**config.mk**
```make
export PLATFORM = sky130hd
export DESIGN_NAME = mc_ctrl
export DESIGN_NICKNAME = d
export VERILOG_FILES = /design/src/rtl/mc_ctrl_pkg.sv /design/src/rtl/mc_ctrl_dec.sv /design/src/rtl/mc_ctrl.sv
export SDC_FILE = /design/constraint.sdc
export NUM_CORES = 1
export LEC_CHECK = 0
export CAP_MARGIN = 20
export CORE_ASPECT_RATIO = 0.7
export CORE_UTILIZATION = 52
export CTS_CLUSTER_DIAMETER = 40
export DETAILED_ROUTE_END_ITERATION = 16
export PLACE_DENSITY_LB_ADDON = 0.3
export RECOVER_POWER = 25
export SLEW_MARGIN = 20
export SYNTH_ARGS = -nofsm -noshare
export SYNTH_HDL_FRONTEND = slang
export SYNTH_HIERARCHICAL = 1
export SYNTH_SLANG_ARGS = --single-unit
```
**constraint.sdc**
```tcl
create_clock -name clk -period 6.65 [get_ports clk]
set_input_delay 0.9975 -clock clk [delete_from_list [all_inputs] [get_ports clk]]
set_output_delay 0.9975 -clock clk [all_outputs]
set_load 0.01 [all_outputs]
```
**src/rtl/mc_ctrl_pkg.sv**
```systemverilog
// Shared types and encodings for the multi-cycle MIPS control unit.
// States, instruction classes, datapath select codes, opcodes and functs.
package mc_ctrl_pkg;

    typedef enum logic [3:0] {
        S_FETCH,
        S_DECODE,
        S_EXEC,
        S_MEMADR,
        S_MEMRD,
        S_MEMWR,
        S_WB_ALU,
        S_WB_MEM,
        S_BRANCH,
        S_JUMP
    } state_t;

    typedef enum logic [3:0] {
        C_RTYPE,
        C_SHIFT,
        C_IMM,
        C_LOAD,
        C_STORE,
        C_BRANCH,
        C_JUMP,
        C_JLINK,
        C_ILLEGAL
    } iclass_t;

    localparam logic [3:0] ALU_NOP  = 4'd0;
    localparam logic [3:0] ALU_ADD  = 4'd1;
    localparam logic [3:0] ALU_SUB  = 4'd2;
    localparam logic [3:0] ALU_AND  = 4'd3;
    localparam logic [3:0] ALU_OR   = 4'd4;
    localparam logic [3:0] ALU_SLT  = 4'd5;
    localparam logic [3:0] ALU_SLTU = 4'd6;
    localparam logic [3:0] ALU_SLL  = 4'd8;
    localparam logic [3:0] ALU_SRL  = 4'd9;
    localparam logic [3:0] ALU_NOR  = 4'd10;
    localparam logic [3:0] ALU_LUI  = 4'd11;

    localparam logic [1:0] NPC_PC4 = 2'd0;
    localparam logic [1:0] NPC_BR  = 2'd1;
    localparam logic [1:0] NPC_JMP = 2'd2;
    localparam logic [1:0] NPC_RS  = 2'd3;

    localparam logic [1:0] GPR_RD = 2'd0;
    localparam logic [1:0] GPR_RT = 2'd1;
    localparam logic [1:0] GPR_RA = 2'd2;

    localparam logic [1:0] WD_ALU = 2'd0;
    localparam logic [1:0] WD_MEM = 2'd1;
    localparam logic [1:0] WD_PC  = 2'd2;

    localparam logic [1:0] A_PC    = 2'd0;
    localparam logic [1:0] A_RS    = 2'd1;
    localparam logic [1:0] A_SHAMT = 2'd2;

    localparam logic [1:0] B_RT    = 2'd0;
    localparam logic [1:0] B_FOUR  = 2'd1;
    localparam logic [1:0] B_IMM   = 2'd2;
    localparam logic [1:0] B_IMMSH = 2'd3;

    localparam logic [5:0] OP_RTYPE = 6'h00;
    localparam logic [5:0] OP_J     = 6'h02;
    localparam logic [5:0] OP_JAL   = 6'h03;
    localparam logic [5:0] OP_BEQ   = 6'h04;
    localparam logic [5:0] OP_BNE   = 6'h05;
    localparam logic [5:0] OP_ADDI  = 6'h08;
    localparam logic [5:0] OP_SLTI  = 6'h0a;
    localparam logic [5:0] OP_ANDI  = 6'h0c;
    localparam logic [5:0] OP_ORI   = 6'h0d;
    localparam logic [5:0] OP_LUI   = 6'h0f;
    localparam logic [5:0] OP_LW    = 6'h23;
    localparam logic [5:0] OP_SW    = 6'h2b;

    localparam logic [5:0] FN_SLL  = 6'h00;
    localparam logic [5:0] FN_SRL  = 6'h02;
    localparam logic [5:0] FN_SLLV = 6'h04;
    localparam logic [5:0] FN_SRLV = 6'h06;
    localparam logic [5:0] FN_JR   = 6'h08;
    localparam logic [5:0] FN_JALR = 6'h09;
    localparam logic [5:0] FN_ADD  = 6'h20;
    localparam logic [5:0] FN_ADDU = 6'h21;
    localparam logic [5:0] FN_SUB  = 6'h22;
    localparam logic [5:0] FN_SUBU = 6'h23;
    localparam logic [5:0] FN_AND  = 6'h24;
    localparam logic [5:0] FN_OR   = 6'h25;
    localparam logic [5:0] FN_NOR  = 6'h27;
    localparam logic [5:0] FN_SLT  = 6'h2a;
    localparam logic [5:0] FN_SLTU = 6'h2b;

endpackage

```
**src/rtl/mc_ctrl_dec.sv**
```systemverilog
// Combinational instruction classifier for the multi-cycle controller.
// Maps Op/Funct to an instruction class plus the EXEC ALU op and extend mode.
module mc_ctrl_dec
    import mc_ctrl_pkg::*;
(
    input  logic [5:0] op,
    input  logic [5:0] funct,
    output iclass_t    cls,
    output logic [3:0] alu_op,
    output logic       ext_op
);

    always_comb begin
        cls    = C_ILLEGAL;
        alu_op = ALU_NOP;
        ext_op = 1'b0;
        case (op)
            OP_RTYPE: begin
                cls = C_RTYPE;
                case (funct)
                    FN_ADD, FN_ADDU: alu_op = ALU_ADD;
                    FN_SUB, FN_SUBU: alu_op = ALU_SUB;
                    FN_AND:          alu_op = ALU_AND;
                    FN_OR:           alu_op = ALU_OR;
                    FN_NOR:          alu_op = ALU_NOR;
                    FN_SLT:          alu_op = ALU_SLT;
                    FN_SLTU:         alu_op = ALU_SLTU;
                    FN_SLLV:         alu_op = ALU_SLL;
                    FN_SRLV:         alu_op = ALU_SRL;
                    FN_SLL: begin
                        cls    = C_SHIFT;
                        alu_op = ALU_SLL;
                    end
                    FN_SRL: begin
                        cls    = C_SHIFT;
                        alu_op = ALU_SRL;
                    end
                    FN_JR:           cls = C_JUMP;
                    FN_JALR:         cls = C_JLINK;
                    default:         cls = C_ILLEGAL;
                endcase
            end
            OP_ADDI: begin
                cls    = C_IMM;
                alu_op = ALU_ADD;
                ext_op = 1'b1;
            end
            OP_SLTI: begin
                cls    = C_IMM;
                alu_op = ALU_SLT;
                ext_op = 1'b1;
            end
            OP_ANDI: begin
                cls    = C_IMM;
                alu_op = ALU_AND;
            end
            OP_ORI: begin
                cls    = C_IMM;
                alu_op = ALU_OR;
            end
            OP_LUI: begin
                cls    = C_IMM;
                alu_op = ALU_LUI;
            end
            OP_LW: begin
                cls    = C_LOAD;
                alu_op = ALU_ADD;
                ext_op = 1'b1;
            end
            OP_SW: begin
                cls    = C_STORE;
                alu_op = ALU_ADD;
                ext_op = 1'b1;
            end
            OP_BEQ, OP_BNE: begin
                cls    = C_BRANCH;
                alu_op = ALU_SUB;
                ext_op = 1'b1;
            end
            OP_J:    cls = C_JUMP;
            OP_JAL:  cls = C_JLINK;
            default: cls = C_ILLEGAL;
        endcase
    end

endmodule

```
**src/rtl/mc_ctrl.sv**
```systemverilog
// Multi-cycle MIPS control FSM: fetch/decode/exec/mem/write-back sequencing
// with optional memory wait-states and a retired-instruction counter.
module mc_ctrl
    import mc_ctrl_pkg::*;
#(
    parameter int ALUOP_W  = 4,
    parameter int MEM_WAIT = 1,
    parameter int CNT_W    = 32
) (
    input  logic               clk,
    input  logic               rstn,
    input  logic [5:0]         Op,
    input  logic [5:0]         Funct,
    input  logic               Zero,
    input  logic               mem_rdy,
    output logic               PCWrite,
    output logic               IRWrite,
    output logic               IorD,
    output logic               MemRead,
    output logic               MemWrite,
    output logic               RegWrite,
    output logic               EXTOp,
    output logic [1:0]         ALUSrcA,
    output logic [1:0]         ALUSrcB,
    output logic [ALUOP_W-1:0] ALUOp,
    output logic [1:0]         NPCOp,
    output logic [1:0]         GPRSel,
    output logic [1:0]         WDSel,
    output logic               illegal,
    output logic [CNT_W-1:0]   retired
);

    state_t     state;
    state_t     nxt;
    iclass_t    cls;
    logic [3:0] ex_alu;
    logic       ex_ext;
    logic [3:0] alu_c;
    logic       rdy;
    logic       retire;
    logic       is_r;
    logic       is_bne;

    mc_ctrl_dec u_dec (
        .op     (Op),
        .funct  (Funct),
        .cls    (cls),
        .alu_op (ex_alu),
        .ext_op (ex_ext)
    );

    assign rdy    = (MEM_WAIT != 0) ? mem_rdy : 1'b1;
    assign is_r   = (Op == OP_RTYPE);
    assign is_bne = (Op == OP_BNE);
    assign ALUOp  = ALUOP_W'(alu_c);

    always_comb begin
        nxt    = state;
        retire = 1'b0;
        case (state)
            S_FETCH:  if (rdy) nxt = S_DECODE;
            S_DECODE: begin
                case (cls)
                    C_LOAD, C_STORE: nxt = S_MEMADR;
                    C_BRANCH:        nxt = S_BRANCH;
                    C_JUMP, C_JLINK: nxt = S_JUMP;
                    C_ILLEGAL:       nxt = S_FETCH;
                    default:         nxt = S_EXEC;
                endcase
            end
            S_EXEC:   nxt = S_WB_ALU;
            S_MEMADR: nxt = (cls == C_STORE) ? S_MEMWR : S_MEMRD;
            S_MEMRD:  if (rdy) nxt = S_WB_MEM;
            S_MEMWR: begin
                if (rdy) begin
                    nxt    = S_FETCH;
                    retire = 1'b1;
                end
            end
            S_WB_ALU, S_WB_MEM, S_BRANCH, S_JUMP: begin
                nxt    = S_FETCH;
                retire = 1'b1;
            end
            default:  nxt = S_FETCH;
        endcase
    end

    always_ff @(posedge clk or negedge rstn) begin
        if (!rstn) begin
            state   <= S_FETCH;
            retired <= '0;
        end else begin
            state <= nxt;
            if (retire) retired <= retired + CNT_W'(1);
        end
    end

    always_comb begin
        PCWrite  = 1'b0;
        IRWrite  = 1'b0;
        IorD     = 1'b0;
        MemRead  = 1'b0;
        MemWrite = 1'b0;
        RegWrite = 1'b0;
        EXTOp    = 1'b0;
        ALUSrcA  = A_PC;
        ALUSrcB  = B_RT;
        alu_c    = ALU_NOP;
        NPCOp    = NPC_PC4;
        GPRSel   = GPR_RD;
        WDSel    = WD_ALU;
        illegal  = 1'b0;
        case (state)
            S_FETCH: begin
                MemRead = 1'b1;
                IRWrite = rdy;
                PCWrite = rdy;
                ALUSrcB = B_FOUR;
                alu_c   = ALU_ADD;
            end
            S_DECODE: begin
                ALUSrcB = B_IMMSH;
                alu_c   = ALU_ADD;
                EXTOp   = 1'b1;
                illegal = (cls == C_ILLEGAL);
            end
            // WB_ALU keeps the EXEC ALU controls so ALUOut stays meaningful
            S_EXEC, S_WB_ALU: begin
                alu_c    = ex_alu;
                EXTOp    = ex_ext;
                ALUSrcA  = (cls == C_SHIFT) ? A_SHAMT : A_RS;
                ALUSrcB  = (cls == C_IMM) ? B_IMM : B_RT;
                RegWrite = (state == S_WB_ALU);
                GPRSel   = is_r ? GPR_RD : GPR_RT;
            end
            S_MEMADR, S_MEMRD, S_MEMWR: begin
                ALUSrcA  = A_RS;
                ALUSrcB  = B_IMM;
                alu_c    = ALU_ADD;
                EXTOp    = 1'b1;
                IorD     = (state != S_MEMADR);
                MemRead  = (state == S_MEMRD);
                MemWrite = (state == S_MEMWR);
            end
            S_WB_MEM: begin
                RegWrite = 1'b1;
                WDSel    = WD_MEM;
                GPRSel   = GPR_RT;
            end
            S_BRANCH: begin
                ALUSrcA = A_RS;
                alu_c   = ALU_SUB;
                EXTOp   = 1'b1;
                NPCOp   = NPC_BR;
                PCWrite = is_bne ? ~Zero : Zero;
            end
            S_JUMP: begin
                PCWrite  = 1'b1;
                NPCOp    = is_r ? NPC_RS : NPC_JMP;
                RegWrite = (cls == C_JLINK);
                WDSel    = WD_PC;
                GPRSel   = is_r ? GPR_RD : GPR_RA;
            end
            default: ;
        endcase
        // Reset overrides every enable asynchronously, even mid-instruction
        if (!rstn) begin
            PCWrite  = 1'b0;
            IRWrite  = 1'b0;
            MemRead  = 1'b0;
            MemWrite = 1'b0;
            RegWrite = 1'b0;
            illegal  = 1'b0;
        end
    end

endmodule

```
Word-level counts from Yosys, hierarchy flattened:

Cells that the tools add are included.
W data, S select, Z words.

* logic and storage cells: 111
* output and inout bits: 54
* register bits: 36

* reduce and logical (&&, ||, !) cells: 22
* $add $sub $neg: 1
* bitwise logic cells: 1
* equality and inequality tests: 46
* mux-type cells: 39

Operator list (count)
* $eq A6 B6 Y1 const B: 11
* $pmux W4 S7: 2
* $eq A6 B4 Y1 const B: 7
* $pmux W4 S9: 1
* $add A32 B1 Y32 const B: 1
* $eq A4 B3 Y1 const B: 8
* $pmux W4 S4: 2
* $eq A6 B3 Y1 const B: 4
* $pmux W4 S6: 1
* $eq A6 B2 Y1 const B: 3
* $reduce_or A2 Y1: 9
* $eq A4 B2 Y1 const B: 4
* $mux W1: 16
* $reduce_or A5 Y1: 3
* $eq A4 B4 Y1 const B: 3
* $logic_not A6 Y1: 2
* $mux W4: 3
* $pmux W2 S2: 3
* $pmux W4 S3: 1
* $reduce_or A11 Y1: 1
* $eq A4 B1 Y1 const B: 2
* $pmux W2 S4: 1
* $reduce_or A4 Y1: 2
* $mux W2: 3
* other kinds (10): 16

Longest topological paths before layout:

Gate-level depths: netlist (run 1).

* depth in word-level cells: 8
* gate-level depth with buffers: 10
* mapped depth without buffers: 9

Hierarchy:

The synthesis (run 1) kept the hierarchy.

Modules (own cells, without submodules)
* mc_ctrl: instances 1, seq. area each 900.9 µm², area each 2053.2 µm², cells each 218
* mc_ctrl_dec: instances 1, seq. area each 0.0 µm², area each 476.7 µm², cells each 81

Worst setup path before layout (run 1):

No wires, ideal clock.

* path kind: input port to output port
* start point: input Op[2]
* end point: output ALUSrcB[1]
* slack: 2971 ps
* required time: 5653 ps
* stages: 7
* data arrival time: 2681 ps
* path through: clkbuf_1 > a2111oi_0 > a21oi_1 > o21ai_0 > nor4b_1 > a211oi_1 > nor2_1

* word-level cells in the longest chain between the ends: 6
* elaborated cells on any way between the ends: 18

RTL lines
* from (decl): line mc_ctrl.sv:12 `input logic [5:0] Op,`
* $eq A6 B4 Y1 or $eq A6 B3 Y1 (tied branches): line mc_ctrl_dec.sv:17 `case (op)`
* $reduce_or A5 Y1 (no source line) or $reduce_or A2 Y1 (tied branches)
* $pmux W4 S7 (*): line mc_ctrl_dec.sv:17
* named net cls[1]: line mc_ctrl.sv:35 `iclass_t cls;`
* $eq A4 B2 Y1 (*): line mc_ctrl.sv:132 `ALUSrcB = (cls == C_IMM) ? B_IMM : B_RT;`
* $mux W2 (*): line mc_ctrl.sv:132
* $pmux W2 S4 (*): line mc_ctrl.sv:113 `case (state)`
* to (decl): line mc_ctrl.sv:24 `output logic [1:0] ALUSrcB,`

The timed path passes the listed nets; every way through them passes the cells marked *.

Worst setup path in the final report (run 1):

* start point: input Op[3]
* end point: output ALUSrcB[1]

The elaborated chain is that of the path after synthesis.

==> results of run 1 <==
[state kept, by name, summed over array words and instances (netlist names)]
register  count
state         4
retired      32
[stage by stage]
stage          instance area (µm²)    util  worst slack (ns)  std cells  total power, µW
6_report                      3321  0.7372             1.493        416            787.5
5_1_grt                       3321  0.7372             1.338        416            829.5
4_1_cts                       3322  0.7375             1.529        416            786.4
3_5_place_dp                  3214  0.7136             1.562        408            596.0
3_3_place_gp                  3214  0.7136             1.698        408            585.8
2_1_floorplan                 2530       -             2.971        299            455.8
[cells by family after synthesis]
logic type	share of synthesized area
fa+ha+maj	0.004945
compound gates	0.1469
buf+inv	0.03808
simple gates	0.3393
flops	0.3561
mux	0.003957
xor+xnor	0.1108
[power by group]
part / leakage, µW / switching, µW / internal, µW
logic: 0.000774 / 152 / 147
clock network: 0.0000552 / 78.4 / 111
registers: 0.000482 / 57.8 / 241
total: 0.00131 / 289 / 499
[critical path, stage by stage]
cell and delay [ns]:
clkdlybuf4s50_1 0.70, inv_1 0.10, a2111oi_0 0.55, a21oi_1 0.11, o21ai_0 0.58, nor4b_1 0.33
a211oi_1 0.13, nor2_1 0.11, clkdlybuf4s50_1 0.55
[worst paths after layout]
kind	start	endpoint	slack [ns]	depth (start not counted)
setup / recovery	Op[3]	ALUSrcB[1]	1.49	9
hold / removal	retired[31]$_DFFE_PN0P_	retired[31]$_DFFE_PN0P_	0.47	1
setup reg to reg	state[3]$_DFFE_PN0P_	retired[26]$_DFFE_PN0P_	4.37	5
hold reg to reg	retired[31]$_DFFE_PN0P_	retired[31]$_DFFE_PN0P_	0.47	1
max in group asynchronous	rstn	state[2]$_DFFE_PN0P_	4.23	1
min in group asynchronous	rstn	retired[22]$_DFFE_PN0P_	1.27	1
[synth_stat cells, drive strengths merged (2+ instances only)]
| library cell | number |
|---|---|
| dfrtp | 36 |
| nand2 | 30 |
| nor2 | 27 |
| xnor2 | 20 |
| a21oi | 17 |
| nand3 | 16 |
| xor2 | 12 |
| nand4 | 11 |
| o21ai | 11 |
| clkbuf | 10 |
| nor3 | 10 |
| nor2b | 9 |
| and3 | 8 |
| inv | 7 |
| nor4 | 7 |
| and4 | 6 |
| nand2b | 6 |
| nor4b | 6 |
| buf | 5 |
| nand3b | 4 |
| o22ai | 4 |
| and2 | 3 |
| a2111oi | 2 |
| a31oi | 2 |
| o211ai | 2 |
| o31ai | 2 |
| o32a | 2 |
| or3b | 2 |
| or4 | 2 |
[layout make-up]
class,instances,area [µm²]
timing repair buffer,69,684.4
multi-input combinational,241,1533
sequential,36,900.9
clock buffer,6,72.57
fill,357,1184
tap,55,68.82
inverter,7,26.28
clock inverter,2,35.03
[metal layers]
layer / part of all wire / vias up / wire, µm
met5: 0 / - / 0
met3: 0.094 / 13 / 643
met2: 0.40 / 131 / 2743
met1: 0.49 / 1197 / 3337
li1: - / 1207 / -
met4: 0.013 / 0 / 92
[cells in the final DEF, fill, tap and decap left out, types with 10 or more instances in the layout]
master,synthesis,layout
nor3_1,10,10
nor2_1,27,27
o21ai_0,10,10
nand3_1,16,16
xnor2_1,20,20
xor2_1,12,12
a21oi_1,17,17
nand2_1,29,29
clkdlybuf4s50_1,0,68
nand4_1,11,11
dfrtp_1,36,36
==> impl_results.md, run 1 <==
- Mapped Area: ~2500 µm²
- Final GP Congestion: about 0.90
- Mapped Nets: ~320
- CTS resizes: 0
- Post-CTS setup repair buffer count: 0
- Worst-skew pair later-pin latency: a little under 0.3 ns
- First-pass DRT Iterations: 6
- PortBufs: just under 70
- Routed vias: approximately 2500
- Rows: 20
- Final period util: 0.7755
- CP arrival: roughly 4.2 ns
- Final setup TNS: 0 ns
- Final Max Tran Viols: 40
- Post-DRT Antenna Nets: 0
- Largest net degree at the start of global routing: 40
- Max Clock Freq: roughly 190 MHz
- Min Hold Slack: 0.4672 ns
- Fin nets: 377
- Initial cell density of the core: 0.5617
- GRT met1 Usage: 0.4225
- Grt met3 use: 0.06395
- Minimum clock period: between 5 and 6 ns
- DIE AREA: 5153 µm²
- CTS tree: built
- Async SR Flop Fraction: 1.000
- Clock buffer depth: 2
- Setup violators final: 0
- Die W: about 85 µm
- First-pass GRT wire length: roughly 11 mm
- Pwr/cell area: approximately 240 nW/µm²
- Area grow syn2layout: 31.26%
- EDFF count, synth: 0
- Initial drt markers: 240
- # H-tree levels: 2
- Area leader, netlist: dfrtp_1
- HP Class: flop to flop
- Top Ports: 70
- Crit path kind: input pin to primary output
- Worst Tran Pin Value: around 2.0 ns
- Global-route layer with the greatest usage: met1
- GRT overflow: 0
- Critical path required time: between 5 and 6 ns
- Residual DRC count: 0
- Sequential share of the synthesized area: 0.3561
- ANT cells: 0
- Type of origin of the critical path: input pin
- Synth Instances: 299
- Num CTS Buffers: 5
- Total routed wirelength: between 6 and 7 mm
- Detailed placement HPWL: 5.147 mm
- Post-Syn Area per Cell: ~8.5 µm²
- Maximum VDD drop: between 0.00015 and 0.0002 V
- Via-to-Cell Ratio: between 6 and 7
- Clock skew: slightly below 0.009 ns
- Seq cells post-synth: 36
- Ratio of cells with drive above 1 in the final layout: 0.04709
- Primary FF master, synth: dfrtp_1
- Area share of the largest cell type after synthesis: 0.3561
- RSZ-0062 raised after global routing: no
- YS warnings: 6
- WL per Instance: about 16 µm
- Status: finished, violations left
- Antenna violations before repair: 0
- Failing checks: capacitance limit, slew limit
- Met2 Use GR: 0.3675
- # clock sinks: 36
- Leak pwr: 0.001311 µW
- CP max FO: 13
- Max-Cap Viols: 1
- Largest cells by area after synthesis: dfrtp_1 36%, xnor2_1 6.9%, nand2_1 4.3%, xor2_1 4.2%, nor2_1 4.0%
- GRT Util Overall: 0.2682
- Clk slew on worst S/H paths: 0.07 ns
- Hold_buf cts: 0
- Vias in the first global route: ~2100
- Core area: 4504 µm²
- Endpoint class of the critical path: primary output
- Final Hold Vio Count: 0
- Root Driver: clkbuf_8
- Unique masters post-synth: 59
- Die H: roughly 60 µm
- Worst slew margin: -0.3327
No activity file was read; power rests on OpenSTA's default activity.
==> run 2, diff against run 1 <==
--- a/config.mk
+++ b/config.mk
@@ -7,7 +7,7 @@
 export LEC_CHECK = 0
 export CAP_MARGIN = 20
 export CORE_ASPECT_RATIO = 0.7
-export CORE_UTILIZATION = 52
+export CORE_UTILIZATION = 44
 export CTS_CLUSTER_DIAMETER = 40
 export DETAILED_ROUTE_END_ITERATION = 16
 export PLACE_DENSITY_LB_ADDON = 0.3
==> constraint.sdc (replaced) <==
create_clock -name clk -period 4.3 [get_ports clk]
set_input_delay 0.645 -clock clk [delete_from_list [all_inputs] [get_ports clk]]
set_output_delay 0.645 -clock clk [all_outputs]
set_load 0.01 [all_outputs]
==> impl_results.md, run 2 (synthesis results as in run 1) <==
- Final setup TNS: 0 ns
- Top Ports: 70
- Endpoint class of the critical path: primary output
- Root Driver: clkbuf_8
- Reg area: roughly 900 µm²
- Max-Cap Viols: 1
- # clock sinks: 36
- Max Clock Freq: 239.1 MHz
- Crit path kind: input pin to primary output
- Switching power: 439.2 µW
- First-pass DRT Iterations: 4
- Rows: 22
- Vias in the first global route: ~2200
- Clock share of power: 0.239
- CP arrival: approximately 3.5 ns
- RSZ-0062 raised after global routing: no
- Num CTS Buffers: 5
- Logic pwr share: 0.385
- WL per Instance: around 15 µm
- # H-tree levels: 2
- Die H: around 65 µm
- Post-DRT Antenna Nets: 0
- Die W: slightly above 90 µm
- Most common cell after layout, fill and taps aside: clkdlybuf4s50_1
- CP max FO: 10
- Max reg flops: 32
- Layout filler cell count: roughly 490
- Worst slew margin: -0.1095
- Final Max Tran Viols: 33
- Residual DRC count: 0
- Leak pwr: 0.001342 µW
- Worst-skew pair later-pin latency: about 0.29 ns
- Worst Tran Pin Value: around 1.7 ns
- Most frequent cells in the layout: 67 x clkdlybuf4s50_1, 36 x dfrtp_1, 29 x nand2_1
- First-pass GRT wire length: 11.26 mm
- Setup violators final: 0
- Final Hold Vio Count: 0
- Minimum clock period: roughly 4.2 ns
- Multi-input gate area: 1540 µm²
- Tot Pwr: 1213 µW
- Clock skew: 0.01226 ns
- Status: finished, violations left
- Switching share of power: 0.3620
- Via-to-Cell Ratio: 5.874
- Detailed placement HPWL: 5.132 mm
- Failing checks: capacitance limit, slew limit
- Final period util: 0.9727
- Total routed wirelength: 6.779 mm
- Antenna violations before repair: 0
- Placement-stage cell area: 3273 µm²
- Pwr/cell area: about 360 nW/µm²
- Initial drt markers: approximately 270
- Fin nets: ~380
- HP Class: input pin to async pin
- Maximum VDD drop: ~0.00027 V
- PortBufs: between 60 and 70
- Clock buffer depth: 2
- Critical path required time: ~3.7 ns
- GRT overflow: 0
- Register share of total power: 0.376
- Largest net degree at the start of global routing: 33
- Initial cell density of the core: 0.4689
- Final GP Congestion: 0.8647
- Post-CTS setup repair buffer count: 0
- Clk slew on worst S/H paths: 0.07 ns
- Top Registers: retired: 32 flops, state: 4 flops
- Worst reg2reg setup slack: roughly 2.1 ns
- Area grow syn2layout: 33.83%
- Largest Register: retired
- Type of origin of the critical path: input pin
- Core area: roughly 5400 µm²
- DIE AREA: between 6000 and 7000 µm²
- Post-Layout Inst Area: between 3000 and 4000 µm²
- GRT Util Overall: 0.2390
- Internal power: 774.0 µW
- CTS tree: built
- ANT cells: 0
- Routed vias: about 2600
- Ratio of cells with drive above 1 in the final layout: 0.06011
[run 2: final timing paths]
| path | from | end | cells after the start |
|---|---|---|---|
| max | Op[0] | ALUSrcB[1] | 9 |
| min | rstn | state[2]$_DFFE_PN0P_ | 1 |
| max in group asynchronous | rstn | retired[1]$_DFFE_PN0P_ | 2 |
| min reg2reg | retired[31]$_DFFE_PN0P_ | retired[31]$_DFFE_PN0P_ | 1 |
| min in group clk | retired[31]$_DFFE_PN0P_ | retired[31]$_DFFE_PN0P_ | 1 |
| max reg2reg | state[3]$_DFFE_PN0P_ | retired[28]$_DFFE_PN0P_ | 5 |
[run 2: layout make-up]
| cell class | instances | area share |
|---|---|---|
| Clock inverter | 2 | 0.01035 |
| Multi-Input combinational cell | 241 | 0.4549 |
| Sequential cell | 36 | 0.2661 |
| Inverter | 7 | 0.007761 |
| Timing Repair Buffer | 74 | 0.2129 |
| Clock buffer | 6 | 0.02143 |
| Tap cell | 72 | 0.02661 |
[run 2: power by group through the flow]
stage / logic, µW / registers (µW) / clock network, µW
global placement: 456 / 458 / 0
CTS: 466 / 455 / 298
floorplan: 278 / 427 / 0
finish: 467 / 456 / 290
global route: 508 / 468 / 315
detailed placement: 463 / 459 / 0
[run 2: layer usage]
layer	wire (µm)	track usage
met3	570	0.05787
met4	53	0.04038
met5	0	0
met1	3304	0.3766
met2	2849	0.3287
[run 2: worst max-delay path, cell delays in order]
cell and delay [ns]:
clkdlybuf4s50_1 0.69, nor2_1 0.15, and3_1 0.25, a31oi_1 0.21
o21ai_0 0.26, nor4b_1 0.51, a211oi_1 0.15, nor2_1 0.11
clkdlybuf4s50_1 0.56
[run 2: repair_timing]
action | CTS | global route
resized for setup | 0 | 3
hold buffers | 0 | 0
endpoints found under the setup margin | 0 | 3
[run 2: per-stage QoR]
stage / hold slack (ns) / std cells / setup WS, ns / utilization
floorplan: 0.3494 / 299 / 1.326 / -
global placement: 0.4579 / 430 / 0.3259 / 0.6067
detailed placement: 0.4658 / 430 / 0.2032 / 0.6067
CTS: 0.1762 / 438 / 0.1834 / 0.6266
global route: 0.2597 / 438 / 0.003029 / 0.6276
finish: 0.2412 / 438 / 0.1173 / 0.6276
==> run 3, diff against run 2 <==
--- a/config.mk
+++ b/config.mk
@@ -6,7 +6,6 @@
 export NUM_CORES = 1
 export LEC_CHECK = 0
 export CAP_MARGIN = 20
-export CORE_ASPECT_RATIO = 0.7
 export CORE_UTILIZATION = 44
 export CTS_CLUSTER_DIAMETER = 40
 export DETAILED_ROUTE_END_ITERATION = 16
==> impl_results.md, run 3 (synthesis results as in run 1) <==
- Layout filler cell count: roughly 520
- Worst-skew pair later-pin latency: around 0.29 ns
- Switching power: about 440 µW
- Cell chain of the critical path: clkdlybuf4s50_1 > and3b_1 > o31a_1 > o211ai_1 > nand3b_1 > nor4b_1 > nor2_1 > o21ai_0 > nand2_1 > clkdlybuf4s50_1
- Reg area: between 900 and 1000 µm²
- Worst Tran Pin Value: between 1 and 1.5 ns
- Final Hold Vio Count: 0
- Area grow syn2layout: 31.95%
- Die H: between 70 and 80 µm
- CTS tree: built
- First-pass DRT Iterations: 4
- Multi-input gate area: between 1500 and 2000 µm²
- Most common cell after layout, fill and taps aside: clkdlybuf4s50_1
- HP Class: flop to flop
- Largest net degree at the start of global routing: 23
- Root Driver: clkbuf_8
- Final GP Congestion: between 0.9 and 1
- Num CTS Buffers: 5
- Final Max Tran Viols: 0
- Leak pwr: between 0.001 and 0.0015 µW
- Type of origin of the critical path: input pin
- Endpoint class of the critical path: primary output
- Final period util: 0.9387
- Max Clock Freq: approximately 250 MHz
- Register share of total power: 0.398
- Slowest cell on crit path: clkdlybuf4s50_1
- Routed vias: between 2000 and 2500
- WL per Instance: 15.43 µm
- Clock share of power: 0.200
- Pwr/cell area: approximately 340 nW/µm²
- Placement-stage cell area: about 3300 µm²
- Top Registers: retired: 32 flops, state: 4 flops
- Slowest Stage Delay on Critical Path: 0.62 ns
- Crit path max-delay family: buffers and inverters
- # H-tree levels: 2
- Vias in the first global route: about 2300
- CP arrival: between 3 and 4 ns
- Ratio of cells with drive above 1 in the final layout: 0.05220
- Fin nets: 381
- Final Worst Setup Slack: ~0.26 ns
- Clk slew on worst S/H paths: about 0.07 ns
- Detailed placement HPWL: slightly below 5 mm
- Max reg flops: 32
- Top Ports: 70
- GRT Util Overall: 0.2316
- GRT overflow: 0
- Total routed wirelength: 6.728 mm
- Internal power: about 710 µW
- Via-to-Cell Ratio: ~5.7
- Critical path required time: 3.65 ns
- Most used cell, CP: clkdlybuf4s50_1
- Initial cell density of the core: 0.4566
- Most frequent cells in the layout: 68 x clkdlybuf4s50_1, 36 x dfrtp_1, 29 x nand2_1
- Min Hold Slack: 0.4883 ns
- Residual DRC count: 0
- Crit path kind: input pin to primary output
- # clock sinks: 36
- Logic pwr share: 0.402
- Hold_buf cts: 0
- Rows: 27
- RSZ-0062 raised after global routing: no
- Post-CTS setup repair buffer count: 0
- PortBufs: 69
- Die W: 77.83 µm
- Minimum clock period: 4.037 ns
- Worst slew margin: 0.2371
- Antenna violations before repair: 0
- Max-Cap Viols: 0
- Clock skew: 0.002979 ns
- Final setup TNS: 0 ns
- First-pass GRT wire length: between 10 and 15 mm
- Clock buffer depth: 2
- CTS resizes: 0
- Largest Register: retired
- Switching share of power: 0.3794
- Post-DRT Antenna Nets: 0
- CP max FO: 9
- Core area: roughly 5500 µm²
- Maximum VDD drop: 0.0003191 V
- Initial drt markers: ~210
- CP bufs+invs: 2
- ANT cells: 0
- Status: finished, final reports clean
- Pre-CTS WS: around 0.34 ns
- DIE AREA: slightly above 6000 µm²
- Setup violators final: 0
- Post-Layout Inst Area: around 3300 µm²
==> run 3: area by class of cell <==
| class | count | area share |
|---|---|---|
| Multi-Input combinational cell | 241 | 0.4591 |
| Sequential cell | 36 | 0.2699 |
| Timing Repair Buffer | 73 | 0.2129 |
| Tap cell | 72 | 0.02699 |
| Clock buffer | 6 | 0.02174 |
| Inverter | 7 | 0.007871 |
| Clock inverter | 1 | 0.001499 |
==> run 3: path summary, 6_finish.rpt <==
path | start | endpoint | slack, ns | depth (start not counted)
setup / recovery | Funct[0] | ALUSrcA[0] | 0.26 | 10
hold / removal | retired[17]$_DFFE_PN0P_ | retired[17]$_DFFE_PN0P_ | 0.49 | 1
setup reg to reg | state[3]$_DFFE_PN0P_ | retired[16]$_DFFE_PN0P_ | 2.08 | 5
hold reg to reg | retired[17]$_DFFE_PN0P_ | retired[17]$_DFFE_PN0P_ | 0.49 | 1
max in group asynchronous | rstn | retired[15]$_DFFE_PN0P_ | 2.29 | 2
min in group asynchronous | rstn | state[3]$_DFFE_PN0P_ | 0.55 | 1
==> run 3: layer usage <==
| metal | routed length [µm] | global-route usage | vias up |
|---|---|---|---|
| li1 | - | - | 1219 |
| met1 | 3123 | 0.3162 | 1178 |
| met2 | 3216 | 0.3788 | 79 |
| met3 | 316 | 0.03529 | 6 |
| met4 | 71 | 0.06604 | 0 |
| met5 | 0 | 0 | - |
==> run 3: through the flow <==
| stage | power [µW] | instances | util |
|---|---|---|---|
| 4_1_cts | 1149 | 436 | 0.6034 |
| 5_1_grt | 1212 | 436 | 0.6025 |
| 2_1_floorplan | 704.9 | 299 | - |
| 3_5_place_dp | 918.3 | 429 | 0.5894 |
| 3_3_place_gp | 912.0 | 429 | 0.5894 |
| 6_report | 1148 | 436 | 0.6025 |
==> run 3: power groups by stage <==
| stage | Combinational [µW] | Clock, µW | Sequential [µW] |
|---|---|---|---|
| after floorplan | 278 | 0 | 427 |
| after global placement | 452 | 0 | 460 |
| after detailed placement | 458 | 0 | 460 |
| after CTS | 464 | 231 | 455 |
| after global routing | 501 | 246 | 465 |
| final | 462 | 230 | 456 |
==> run 3: worst reg2reg max path, cell delays in order (launching register included) <==
cell and delay, ns:
dfrtp_1 0.67, or3b_4 0.49, o21a_4 0.17, nor3_1 0.44, nand3_1 0.17, xnor2_1 0.15
